$ cat src/rtl/sdram_port_arbiter.sv
// sdram_port_arbiter: shares one SDRAM controller command port between two
// masters and steers returned read words back through an in-order tag FIFO.
// Optional build macro: SDRAM_ARB_RR_EN selects round-robin tie-breaking
// (otherwise m0 has fixed priority).
//
// state   | meaning
// --------+-----------------------------------------------------------
// S_IDLE  | no grant held; arbitrate between pending requests
// S_GRANT | r_gnt's command is forwarded to az_* until accepted/dropped
module sdram_port_arbiter #(
  parameter int ADDR_W   = 22,
  parameter int DATA_W   = 16,
  parameter int BE_W     = 2,
  parameter int MAX_PEND = 8
) (
  input  logic              clk,
  input  logic              reset_n,
  input  logic [ADDR_W-1:0] m0_addr,
  input  logic [DATA_W-1:0] m0_data,
  input  logic [BE_W-1:0]   m0_be_n,
  input  logic              m0_rd_n,
  input  logic              m0_wr_n,
  output logic              m0_waitrequest,
  output logic [DATA_W-1:0] m0_readdata,
  output logic              m0_readdatavalid,
  input  logic [ADDR_W-1:0] m1_addr,
  input  logic [DATA_W-1:0] m1_data,
  input  logic [BE_W-1:0]   m1_be_n,
  input  logic              m1_rd_n,
  input  logic              m1_wr_n,
  output logic              m1_waitrequest,
  output logic [DATA_W-1:0] m1_readdata,
  output logic              m1_readdatavalid,
  output logic [ADDR_W-1:0] az_addr,
  output logic [DATA_W-1:0] az_data,
  output logic [BE_W-1:0]   az_be_n,
  output logic              az_rd_n,
  output logic              az_wr_n,
  input  logic [DATA_W-1:0] za_data,
  input  logic              za_valid,
  input  logic              za_waitrequest,
  output logic              err_underflow
);

  localparam int PTR_W = $clog2(MAX_PEND);
  localparam int CNT_W = PTR_W + 1;
  localparam logic [CNT_W-1:0] C_FULL = CNT_W'(MAX_PEND);

  typedef enum logic {S_IDLE, S_GRANT} state_t;

  state_t              r_state, w_state_nxt;
  logic                r_gnt, w_gnt_nxt;
  logic [MAX_PEND-1:0] r_tag;
  logic [PTR_W-1:0]    r_wptr, r_rptr;
  logic [CNT_W-1:0]    r_count;
  logic                r_err;

  logic              w_req0, w_req1, w_winner;
  logic [ADDR_W-1:0] w_sel_addr;
  logic [DATA_W-1:0] w_sel_data;
  logic [BE_W-1:0]   w_sel_be_n;
  logic              w_sel_rd, w_sel_wr;
  logic              w_full, w_empty;
  logic              w_accept, w_push, w_pop, w_head;

  assign w_req0 = ~m0_rd_n | ~m0_wr_n;
  assign w_req1 = ~m1_rd_n | ~m1_wr_n;

`ifdef SDRAM_ARB_RR_EN
  logic r_last;

  // Remember the most recent grant so the next tie goes to the other master.
  always_ff @(posedge clk or negedge reset_n) begin
    if (!reset_n) begin
      r_last <= 1'b1;
    end else if (r_state == S_IDLE && (w_req0 || w_req1)) begin
      r_last <= w_winner;
    end
  end

  assign w_winner = (w_req0 && w_req1) ? ~r_last : ~w_req0;
`else
  // Fixed priority: m1 only wins when m0 is not requesting.
  assign w_winner = ~w_req0;
`endif

  assign w_sel_addr = r_gnt ? m1_addr : m0_addr;
  assign w_sel_data = r_gnt ? m1_data : m0_data;
  assign w_sel_be_n = r_gnt ? m1_be_n : m0_be_n;
  assign w_sel_rd   = r_gnt ? ~m1_rd_n : ~m0_rd_n;
  assign w_sel_wr   = r_gnt ? ~m1_wr_n : ~m0_wr_n;

  // Stall decision deliberately uses the registered count, so a same-cycle
  // pop does not let a read in while full.
  assign w_full  = (r_count == C_FULL);
  assign w_empty = (r_count == '0);
  assign w_pop   = za_valid & ~w_empty;
  assign w_head  = r_tag[r_rptr];

  // Next-state, command forwarding and acceptance.
  always_comb begin
    w_state_nxt = r_state;
    w_gnt_nxt   = r_gnt;
    az_addr     = '0;
    az_data     = '0;
    az_be_n     = '0;
    az_rd_n     = 1'b1;
    az_wr_n     = 1'b1;
    w_accept    = 1'b0;
    w_push      = 1'b0;
    unique case (r_state)
      S_IDLE: begin
        if (w_req0 || w_req1) begin
          w_state_nxt = S_GRANT;
          w_gnt_nxt   = w_winner;
        end
      end
      S_GRANT: begin
        if (w_sel_rd || w_sel_wr) begin
          az_addr = w_sel_addr;
          az_data = w_sel_data;
          az_be_n = w_sel_be_n;
          az_rd_n = ~(w_sel_rd & ~w_full);
          az_wr_n = ~w_sel_wr;
          if (((w_sel_rd & ~w_full) | w_sel_wr) && !za_waitrequest) begin
            w_accept    = 1'b1;
            w_push      = w_sel_rd;
            w_state_nxt = S_IDLE;
          end
        end else begin
          // Master abandoned its request before acceptance.
          w_state_nxt = S_IDLE;
        end
      end
      default: w_state_nxt = S_IDLE;
    endcase
  end

  assign m0_waitrequest   = ~(w_accept & ~r_gnt);
  assign m1_waitrequest   = ~(w_accept & r_gnt);
  assign m0_readdata      = za_data;
  assign m1_readdata      = za_data;
  assign m0_readdatavalid = w_pop & ~w_head;
  assign m1_readdatavalid = w_pop & w_head;
  assign err_underflow    = r_err;

  // FSM state and grant owner.
  always_ff @(posedge clk or negedge reset_n) begin
    if (!reset_n) begin
      r_state <= S_IDLE;
      r_gnt   <= 1'b0;
    end else begin
      r_state <= w_state_nxt;
      r_gnt   <= w_gnt_nxt;
    end
  end

  // In-order tag FIFO of outstanding reads plus sticky underflow flag.
  always_ff @(posedge clk or negedge reset_n) begin
    if (!reset_n) begin
      r_tag   <= '0;
      r_wptr  <= '0;
      r_rptr  <= '0;
      r_count <= '0;
      r_err   <= 1'b0;
    end else begin
      if (w_push) begin
        r_tag[r_wptr] <= r_gnt;
        r_wptr        <= r_wptr + PTR_W'(1);
      end
      if (w_pop) begin
        r_rptr <= r_rptr + PTR_W'(1);
      end
      case ({w_push, w_pop})
        2'b10:   r_count <= r_count + CNT_W'(1);
        2'b01:   r_count <= r_count - CNT_W'(1);
        default: r_count <= r_count;
      endcase
      if (za_valid && w_empty) begin
        r_err <= 1'b1;
      end
    end
  end

endmodule

$ cat config.mk
export PLATFORM = sky130hd
export DESIGN_NAME = sdram_port_arbiter
export DESIGN_NICKNAME = d
export VERILOG_FILES = /design/src/rtl/sdram_port_arbiter.sv
export SDC_FILE = /design/constraint.sdc
export NUM_CORES = 1
export LEC_CHECK = 0
export ABC_AREA = 0
export CORE_MARGIN = 1.5
export CORE_UTILIZATION = 25
export DETAILED_ROUTE_END_ITERATION = 12
export PLACE_DENSITY = 0.69
export SLEW_MARGIN = 20
export SYNTH_ARGS = -nofsm -noshare
export SYNTH_HDL_FRONTEND = slang
export SYNTH_SLANG_ARGS = --single-unit
$ cat constraint.sdc
create_clock -name clk -period 7.1 [get_ports clk]
set_input_delay 1.065 -clock clk [delete_from_list [all_inputs] [get_ports clk]]
set_output_delay 1.065 -clock clk [all_outputs]
set_load 0.01 [all_outputs]
==> results of run 1 <==
## final timing paths
| path | slack (ns) | cells after the start | to |
|---|---|---|---|
| max in group asynchronous | 5.14 | 1 | r_gnt$_DFFE_PN0P_ |
| max reg2reg | 3.83 | 11 | r_count[2]$_DFFE_PN0P_ |
| max | 2.62 | 6 | az_addr[12] |
| min | 0.47 | 1 | err_underflow$_DFFE_PN0P_ |
| min in group asynchronous | 1.32 | 1 | r_count[2]$_DFFE_PN0P_ |
| min reg2reg | 0.47 | 1 | err_underflow$_DFFE_PN0P_ |
## registers in the layout, summed over array words and instances, names as in the netlist
register / count
err_underflow: 1
r_wptr: 3
r_tag: 8
r_state: 1
r_rptr: 3
r_gnt: 1
r_count: 4
## logic make-up after synthesis
| kind of cell | synth area share |
|---|---|
| compound gates | 0.0382 |
| xor+xnor | 0.0382 |
| fa+ha+maj | 0.0303 |
| buf+inv | 0.156 |
| flops | 0.255 |
| mux | 0.294 |
| simple gates | 0.189 |
## through the flow
stage | utilization | hold WS [ns]
CTS | 0.419 | 0.482
detailed placement | 0.413 | 0.466
floorplan | - | 0.456
finish | 0.419 | 0.471
global placement | 0.413 | 0.438
global route | 0.419 | 0.510
## metal layers
layer,up-vias,share of wire,wire length (um),global-route usage
met4,0,0.0020,12,0.0124
met3,2,0.074,448,0.0405
met2,92,0.51,3080,0.239
met1,871,0.42,2540,0.172
li1,935,-,-,-
met5,-,0,0,0
## critical path: cells and delay by family
family                 cells  cell delay [ns]
and+or+nand+nor            2             0.21
AOI/OAI and AO/OA          1             0.69
buffers and inverters      3             1.44
## synthesized netlist by cell type, drive strengths merged, types with 2 or more instances
library cell,count
inv,3
nor4,2
nor2,46
nor4b,2
o21ai,3
mux4,2
clkbuf,5
nand4b,2
nand2,14
a21oi,4
dfrtp,21
mux2,9
mux2i,44
xor2,4
buf,40
nand3,4
xnor2,5
ha,5
## cell type report
class | instances | area [um2]
multi-input combinational | 159 | 1220
tap | 102 | 128
clock inverter | 1 | 7.51
fill | 788 | 4560
inverter | 3 | 16.3
clock buffer | 3 | 41.3
sequential | 21 | 527
timing repair buffer | 136 | 1360
## power by group
part	internal [uW]	leakage, uW	total [uW]	switching [uW]
Sequential	174	0.000256	270	95.9
Combinational	418	0.00107	722	304
Clock	39.6	0.0000217	81.9	42.3
==> summary.md, run 1 <==
| Metric | Value |
|---|---|
| Outcome | completed |
| Yosys cell types | 39 |
| Most used cell, CP | clkdlybuf4s50_1 |
| Syn_area_per_cell | 9.05 um2 |
| Max incr delay on CP | 0.69 ns |
| Total power | 1070 uW |
| Synth Net Count | 337 |
| Worst Setup SP | m0_wr_n |
| Maxcap violations | 0 |
| Most common cell after layout, fill and taps aside | clkdlybuf4s50_1 |
| Initial antenna violation count | 0 |
| Ys async rst share | 1.00 |
| Share of layout cells above drive strength 1 | 0.0712 |
| Clock-pin slew on the worst setup and hold paths | 0.08 ns |
| GP Congestion | 0.766 |
| Seq cells post-synth | 21 |
| Synth Cell Area | 2060 um2 |
| Worst hold-check path type | register to register |
| Startpoint types | primary input |
| GRT Total Usage | 0.137 |
| Die area | 8810 um2 |
| Worst-Skew Late Latency | 0.26 ns |
| RSZ-0062 raised after global routing | no |
| Clock Skews | 0.00133 ns |
| Crit. End Element | output pin |
| Min-delay src | err_underflow$_DFFE_PN0P_ |
| CTS tree | done |
| DP Cell Count | 421 |
| Final Max Slew Viols | 0 |
| Post-Syn Instances | 228 |
| Initial DRT Pass Iterations | 7 |
| Largest net degree at the start of global routing | 36 |
| # rows | 32 |
| Core region area | 7850 um2 |
| Hold Buf Count CTS | 0 |
| Cell Area, Placed | 3240 um2 |
| Synth warn | 0 |
| Final hold violation count | 0 |
| Port Buffers | 134 |
| H-Tree Depth | 1 |
| First-pass GRT wire length | 9.80 mm |
| Fin crit period | 4.48 ns |
| Crit Path Class | primary input to output pin |
| Final instance area | 3290 um2 |
| P&R area growth vs syn | 59.6% |
| Leak Pwr | 0.00134 uW |
| Most used DFF post-synth | dfrtp_1 |
| Die height | 93.8 um |
| Vias/cell | 4.47 |
| Root buffer cell | clkbuf_8 |
| Top cell type by total area after synthesis | dfrtp_1 |
| TNS Setup | 0 ns |
| Sinks on the clock net | 21 |
| Post-cts repair resize count | 0 |
| Post-Route WL | 6.08 mm |
| Antenna violation net count after detailed routing | 0 |
| Number of global-route vias before repair | 1993 |
| Ant. Diodes | 0 |
| CTS max path bufs | 2 |
| Data required, critical path | 6.03 ns |
| Starting Density | 0.263 |
| Routed WL per cell | 14.3 um |
| Main area contributors after synthesis | dfrtp_1 25%, mux2i_1 21%, buf_4 12% |
| Number of endpoints failing setup at the final stage | 0 |
| Ports | 183 |
| Hpwl dp | 4.83 mm |
| Crit share post-route | 0.632 |
| Sequential share of the synthesized area | 0.255 |
| EDFF count, synth | 0 |
| Worst VDD drop | 0.192 mV |
| TritonCTS Buffers | 3 |
| Die X | 93.8 um |
| Finished Layout Cells | 425 |
| WP data arrival | 3.42 ns |
| Achievable Freq | 223 MHz |
| Setup WS post-layout | 2.62 ns |
| Post-CTS Setup Repair Bufs | 0 |
| Global route overflow | 0 |
| Slowest CP cell | o211ai_1 |
| Commonest non-fill, non-tap cells in the layout | 134 x clkdlybuf4s50_1, 46 x nor2_1, 43 x mux2i_1 |
| Remaining DRCs | 0 |
| Rel. slew slack | 0.370 |
| CP Cell Sequence | clkdlybuf4s50_1 -> nand2_1 -> o211ai_1 -> buf_4 -> nor2_1 -> clkdlybuf4s50_1 |
| Worst R2R Start | r_gnt$_DFFE_PN0P_ |
| Crit path max fanout | 30 |
| Pre-CTS WS | 2.61 ns |
| Worst-Margin Slew | 0.942 ns |
| Initial DRC count | 34 |
| Vias | 1900 |
| Layout Nets | 433 |
| Power density cells | 326 nW/um2 |
| Share of the synthesized area in the top cell type | 0.255 |
(Power assumes the default switching activity.)
==> run 2, diff against run 1 <==
Settings changed: PLACE_DENSITY 0.69 to 0.71.
Clock period 7.1 ns to 3.7 ns, I/O delays scaled along.
==> summary.md, run 2 (synthesis gave the netlist of run 1 again) <==
| Metric | Value |
|---|---|
| Worst-Skew Late Latency | 0.26 ns |
| Most common cell after layout, fill and taps aside | clkdlybuf4s50_1 |
| Worst hold-check path type | register to register |
| Ports | 183 |
| Max FFs per register | 8 |
| Final Max Slew Viols | 0 |
| P&R area growth vs syn | 59.6% |
| Largest registers | r_tag: 8 flops, r_count: 4 flops |
| Layout Nets | 433 |
| RSZ-0062 raised after global routing | no |
| Slowest CP cell | dfrtp_2 |
| Routed WL per cell | 14.9 um |
| Commonest non-fill, non-tap cells in the layout | 134 x clkdlybuf4s50_1, 46 x nor2_1, 43 x mux2i_1 |
| Initial DRT Pass Iterations | 4 |
| Vias/cell | 4.44 |
| # rows | 32 |
| CTS tree | done |
| Achievable Freq | 337 MHz |
| CTS max path bufs | 2 |
| Die area | 8810 um2 |
| Sinks on the clock net | 21 |
| Die X | 93.8 um |
| Number of global-route vias before repair | 1946 |
| Min-Delay Path Depth | 1 |
| Hpwl dp | 5.09 mm |
| Starting Density | 0.263 |
| Worst-Margin Slew | 0.930 ns |
| Core region area | 7850 um2 |
| Post-cts repair resize count | 0 |
| TritonCTS Buffers | 3 |
| Number of endpoints failing setup at the final stage | 0 |
| Outcome | completed |
| Rel. slew slack | 0.378 |
| Min Hold Slack | 0.463 ns |
| Leak Pwr | 0.00134 uW |
| GP Congestion | 0.763 |
| Global route overflow | 0 |
| Post-CTS Setup Repair Bufs | 0 |
| Final hold violation count | 0 |
| Hold Buf Count CTS | 0 |
| TNS Setup | 0 ns |
| Crit Path Class | register to output pin |
| Ant. Diodes | 0 |
| Startpoint types | register |
| Share of layout cells above drive strength 1 | 0.0712 |
| Reg2Reg Setup Slack | 1.00 ns |
| First-pass GRT wire length | 9.60 mm |
| Fin crit period | 2.97 ns |
| Root buffer cell | clkbuf_8 |
| H-Tree Depth | 1 |
| Die height | 93.8 um |
| Vias | 1887 |
| Initial antenna violation count | 0 |
| Maxcap violations | 0 |
| Largest net degree at the start of global routing | 42 |
| Data required, critical path | 3.14 ns |
| Antenna violation net count after detailed routing | 0 |
| Largest Register | r_tag |
| Reg2reg path depth | 10 |
| Crit. End Element | output pin |
| Total power | 2060 uW |
| Initial DRC count | 81 |
| Post-Route WL | 6.32 mm |
| Port Buffers | 134 |
| Clock Skews | 0.00667 ns |
| Power density cells | 627 nW/um2 |
| CP Cell Sequence | buf_4 -> mux2i_1 -> nor2_1 -> clkdlybuf4s50_1 |
| WP data arrival | 2.41 ns |
| Crit share post-route | 0.802 |
| Clock-pin slew on the worst setup and hold paths | 0.08 ns |
| Crit path max fanout | 34 |
| Worst VDD drop | 0.309 mV |
| GRT Total Usage | 0.139 |
| Max incr delay on CP | 0.69 ns |
| Remaining DRCs | 0 |
==> run 2: path summary, 6_finish.rpt <==
check	startpoint	to
worst min-delay path	err_underflow$_DFFE_PN0P_	err_underflow$_DFFE_PN0P_
worst max-delay path	r_gnt$_DFFE_PN0P_	az_data[1]
worst min register to register	err_underflow$_DFFE_PN0P_	err_underflow$_DFFE_PN0P_
min in group asynchronous	reset_n	r_count[1]$_DFFE_PN0P_
worst max register to register	r_gnt$_DFFE_PN0P_	r_count[2]$_DFFE_PN0P_
max in group asynchronous	reset_n	r_gnt$_DFFE_PN0P_
==> run 2: area by class of cell <==
| cell class | instances | area (um2) |
|---|---|---|
| Fill cell | 800 | 4560 |
| Timing Repair Buffer | 136 | 1360 |
| Multi-Input combinational cell | 159 | 1220 |
| Sequential cell | 21 | 527 |
| Tap cell | 102 | 128 |
| Clock buffer | 3 | 41.3 |
| Inverter | 3 | 16.3 |
| Clock inverter | 1 | 7.51 |
==> run 2: through the flow <==
step | std cells | area, um2 | worst slack, ns | util
floorplan | 228 | 2060 | 1.26 | -
CTS | 425 | 3290 | 0.684 | 0.419
global route | 425 | 3290 | 0.605 | 0.419
global placement | 421 | 3240 | 0.813 | 0.413
detailed placement | 421 | 3240 | 0.757 | 0.413
finish | 425 | 3290 | 0.731 | 0.419
==> run 2: critical path: cells and delay by family, from the launching register on <==
family	cells	cell delay (ns)
simple gates	1	0.06
flops	1	0.69
mux	1	0.32
buf+inv	2	1.06
==> run 2: power by group <==
| group | internal [uW] | total, uW | switching [uW] | leakage [uW] |
|---|---|---|---|---|
| Combinational | 802 | 1400 | 595 | 0.00107 |
| Sequential | 334 | 516 | 182 | 0.000256 |
| Clock | 76.0 | 152 | 75.7 | 0.0000217 |
| Total | 1210 | 2060 | 852 | 0.00134 |
==> run 2: routing by layer <==
layer  share of wire  track usage  up-vias  wire, um
li1                -            -      936         -
met1            0.39        0.160      850      2480
met2            0.51        0.254      101      3220
met3           0.096       0.0494        0       609
met4               0       0.0112        0         0
met5               0            0        -         0
==> run 3, diff against run 2 <==
Clock period 3.7 ns to 2.6 ns, I/O delays scaled along.
==> summary.md, run 3 (synthesis gave the netlist of run 1 again) <==
| Metric | Value |
|---|---|
| Achievable Freq | 389 MHz |
| Largest net degree at the start of global routing | 41 |
| Most used cell, CP | clkdlybuf4s50_1 |
| Reg area | 529 um2 |
| Crit. End Element | output pin |
| Ant. Diodes | 0 |
| Most common cell after layout, fill and taps aside | clkdlybuf4s50_1 |
| Initial DRC count | 53 |
| Worst Path Buf+Inv | 2 |
| Die area | 8810 um2 |
| Clock-pin slew on the worst setup and hold paths | 0.08 ns |
| Sinks on the clock net | 21 |
| Max incr delay on CP | 0.50 ns |
| Number of endpoints failing setup at the final stage | 0 |
| GRT Total Usage | 0.144 |
| Cell family with most CP delay | buffers and inverters |
| Leak Pwr | 0.00141 uW |
| Largest registers | r_tag: 8 flops, r_count: 4 flops |
| H-Tree Depth | 1 |
| Final Max Slew Viols | 0 |
| Vias/cell | 4.47 |
| Ports | 183 |
| # fillers | 773 |
| Clock Skews | 0.00235 ns |
| Commonest non-fill, non-tap cells in the layout | 133 x clkdlybuf4s50_1, 46 x nor2_1, 42 x mux2i_1 |
| Antenna violation net count after detailed routing | 0 |
| Initial DRT Pass Iterations | 4 |
| Starting Density | 0.263 |
| Multi-input gate area | 1240 um2 |
| Final hold violation count | 0 |
| Startpoint types | primary input |
| Outcome | completed |
| Max FFs per register | 8 |
| Final instance area | 3420 um2 |
| Crit Path Class | primary input to output pin |
| CTS tree | done |
| Global route overflow | 0 |
| Core region area | 7850 um2 |
| Vias | 1950 |
| Share of layout cells above drive strength 1 | 0.114 |
| WP data arrival | 2.18 ns |
| P&R area growth vs syn | 65.7% |
| Worst hold-check path type | register to register |
| Root buffer cell | clkbuf_8 |
| Slowest CP cell | clkdlybuf4s50_1 |
| Post-Route WL | 6.51 mm |
| Crit share post-route | 0.988 |
| Hold Buf Count CTS | 0 |
| Die X | 93.8 um |
| Die height | 93.8 um |
| Hpwl dp | 5.21 mm |
| Maxcap violations | 0 |
| Layout Nets | 444 |
| First-pass GRT wire length | 10.1 mm |
| Initial antenna violation count | 0 |
| CTS max path bufs | 2 |
| TritonCTS Buffers | 3 |
| Number of global-route vias before repair | 2034 |
| Crit path max fanout | 4 |
| Largest Register | r_tag |
| Data required, critical path | 2.21 ns |
| Routed WL per cell | 14.9 um |
| Cell Area, Placed | 3320 um2 |
| CP Cell Sequence | clkdlybuf4s50_1 -> mux2i_2 -> nand2_1 -> a2111o_1 -> clkdlybuf4s50_1 |
| Utilization after layout | 0.436 |
| Power density cells | 905 nW/um2 |
| RSZ-0062 raised after global routing | yes |
| Rel. slew slack | 0.616 |
| Worst-Margin Slew | 0.575 ns |
| Worst-Skew Late Latency | 0.26 ns |
| Remaining DRCs | 0 |
| # rows | 32 |
| GP Congestion | 0.786 |
| Worst VDD drop | 0.501 mV |
| Port Buffers | 134 |
| Fin crit period | 2.57 ns |
-- run 3: cell count changes in the layout (fill, tap and decap cells not counted), sizes merged --
cell           previous run  this run
clkdlybuf4s50           134       133
clkbuf                    3         4
dlymetal6s2s              0         1
buf                       2        13
clkinvlp                  1         0
-- run 3: power breakdown --
part	internal, uW	switching [uW]	total [uW]
logic	1250	932	2180
registers	480	215	695
clock network	109	109	218
-- run 3: final timing paths --
| check | endpoint | slack (ns) | depth (start not counted) | from |
|---|---|---|---|---|
| max | m0_waitrequest | 0.03 | 5 | m1_rd_n |
| min | err_underflow$_DFFE_PN0P_ | 0.46 | 1 | err_underflow$_DFFE_PN0P_ |
| max reg2reg | r_count[3]$_DFFE_PN0P_ | 0.13 | 9 | r_count[2]$_DFFE_PN0P_ |
| max in group asynchronous | r_rptr[0]$_DFFE_PN0P_ | 1.54 | 2 | reset_n |
| min reg2reg | err_underflow$_DFFE_PN0P_ | 0.46 | 1 | err_underflow$_DFFE_PN0P_ |
| min in group asynchronous | r_tag[4]$_DFFE_PN0P_ | 0.49 | 1 | reset_n |
-- run 3: area by class of cell --
cell class / count / area share
inverters: 3 / 0.00476
flip-flops and latches: 21 / 0.155
well taps: 102 / 0.0373
repair buffers: 147 / 0.426
clock buffers: 4 / 0.0132
multi-input cells: 159 / 0.363
-- run 3: worst register-to-register path: cells and delay by family (launching register included) --
| kind | cells | cell delay (ns) |
|---|---|---|
| AOI/OAI and AO/OA | 2 | 0.38 |
| xor gates and xnor gates | 1 | 0.14 |
| adders and majority gates | 1 | 0.21 |
| buffers and inverters | 2 | 0.20 |
| DFF | 1 | 0.46 |
| muxes | 1 | 0.12 |
| and+or+nand+nor | 2 | 0.84 |
-- run 3: per-stage QoR --
stage	hold WS, ns	worst slack [ns]	instances	setup TNS (ns)	total power [uW]
after floorplan	0.0944	0.159	228	0	1910
after global placement	0.438	0.0313	429	0	2770
after detailed placement	0.451	-0.0856	429	-0.143	2810
after CTS	0.468	0.000914	433	0	3060
after global routing	0.495	-0.0303	436	-0.234	3330
final	0.465	0.0305	436	0	3090
-- run 3: repair_timing --
action	CTS	global route
setup buffers	0	3
pin swaps	0	1
resized for setup	2	7
endpoints found under the setup margin	2	29
hold endpoints to repair	0	0
cloned	0	0
-- run 3: layer usage --
layer  vias to the layer above  global-route usage  wire length (um)
met5                         -                   0                 0
met4                         0              0.0187                41
met3                         4              0.0558               641
met2                        97               0.263              3320
met1                       889               0.161              2510
li1                        960                   -                 -
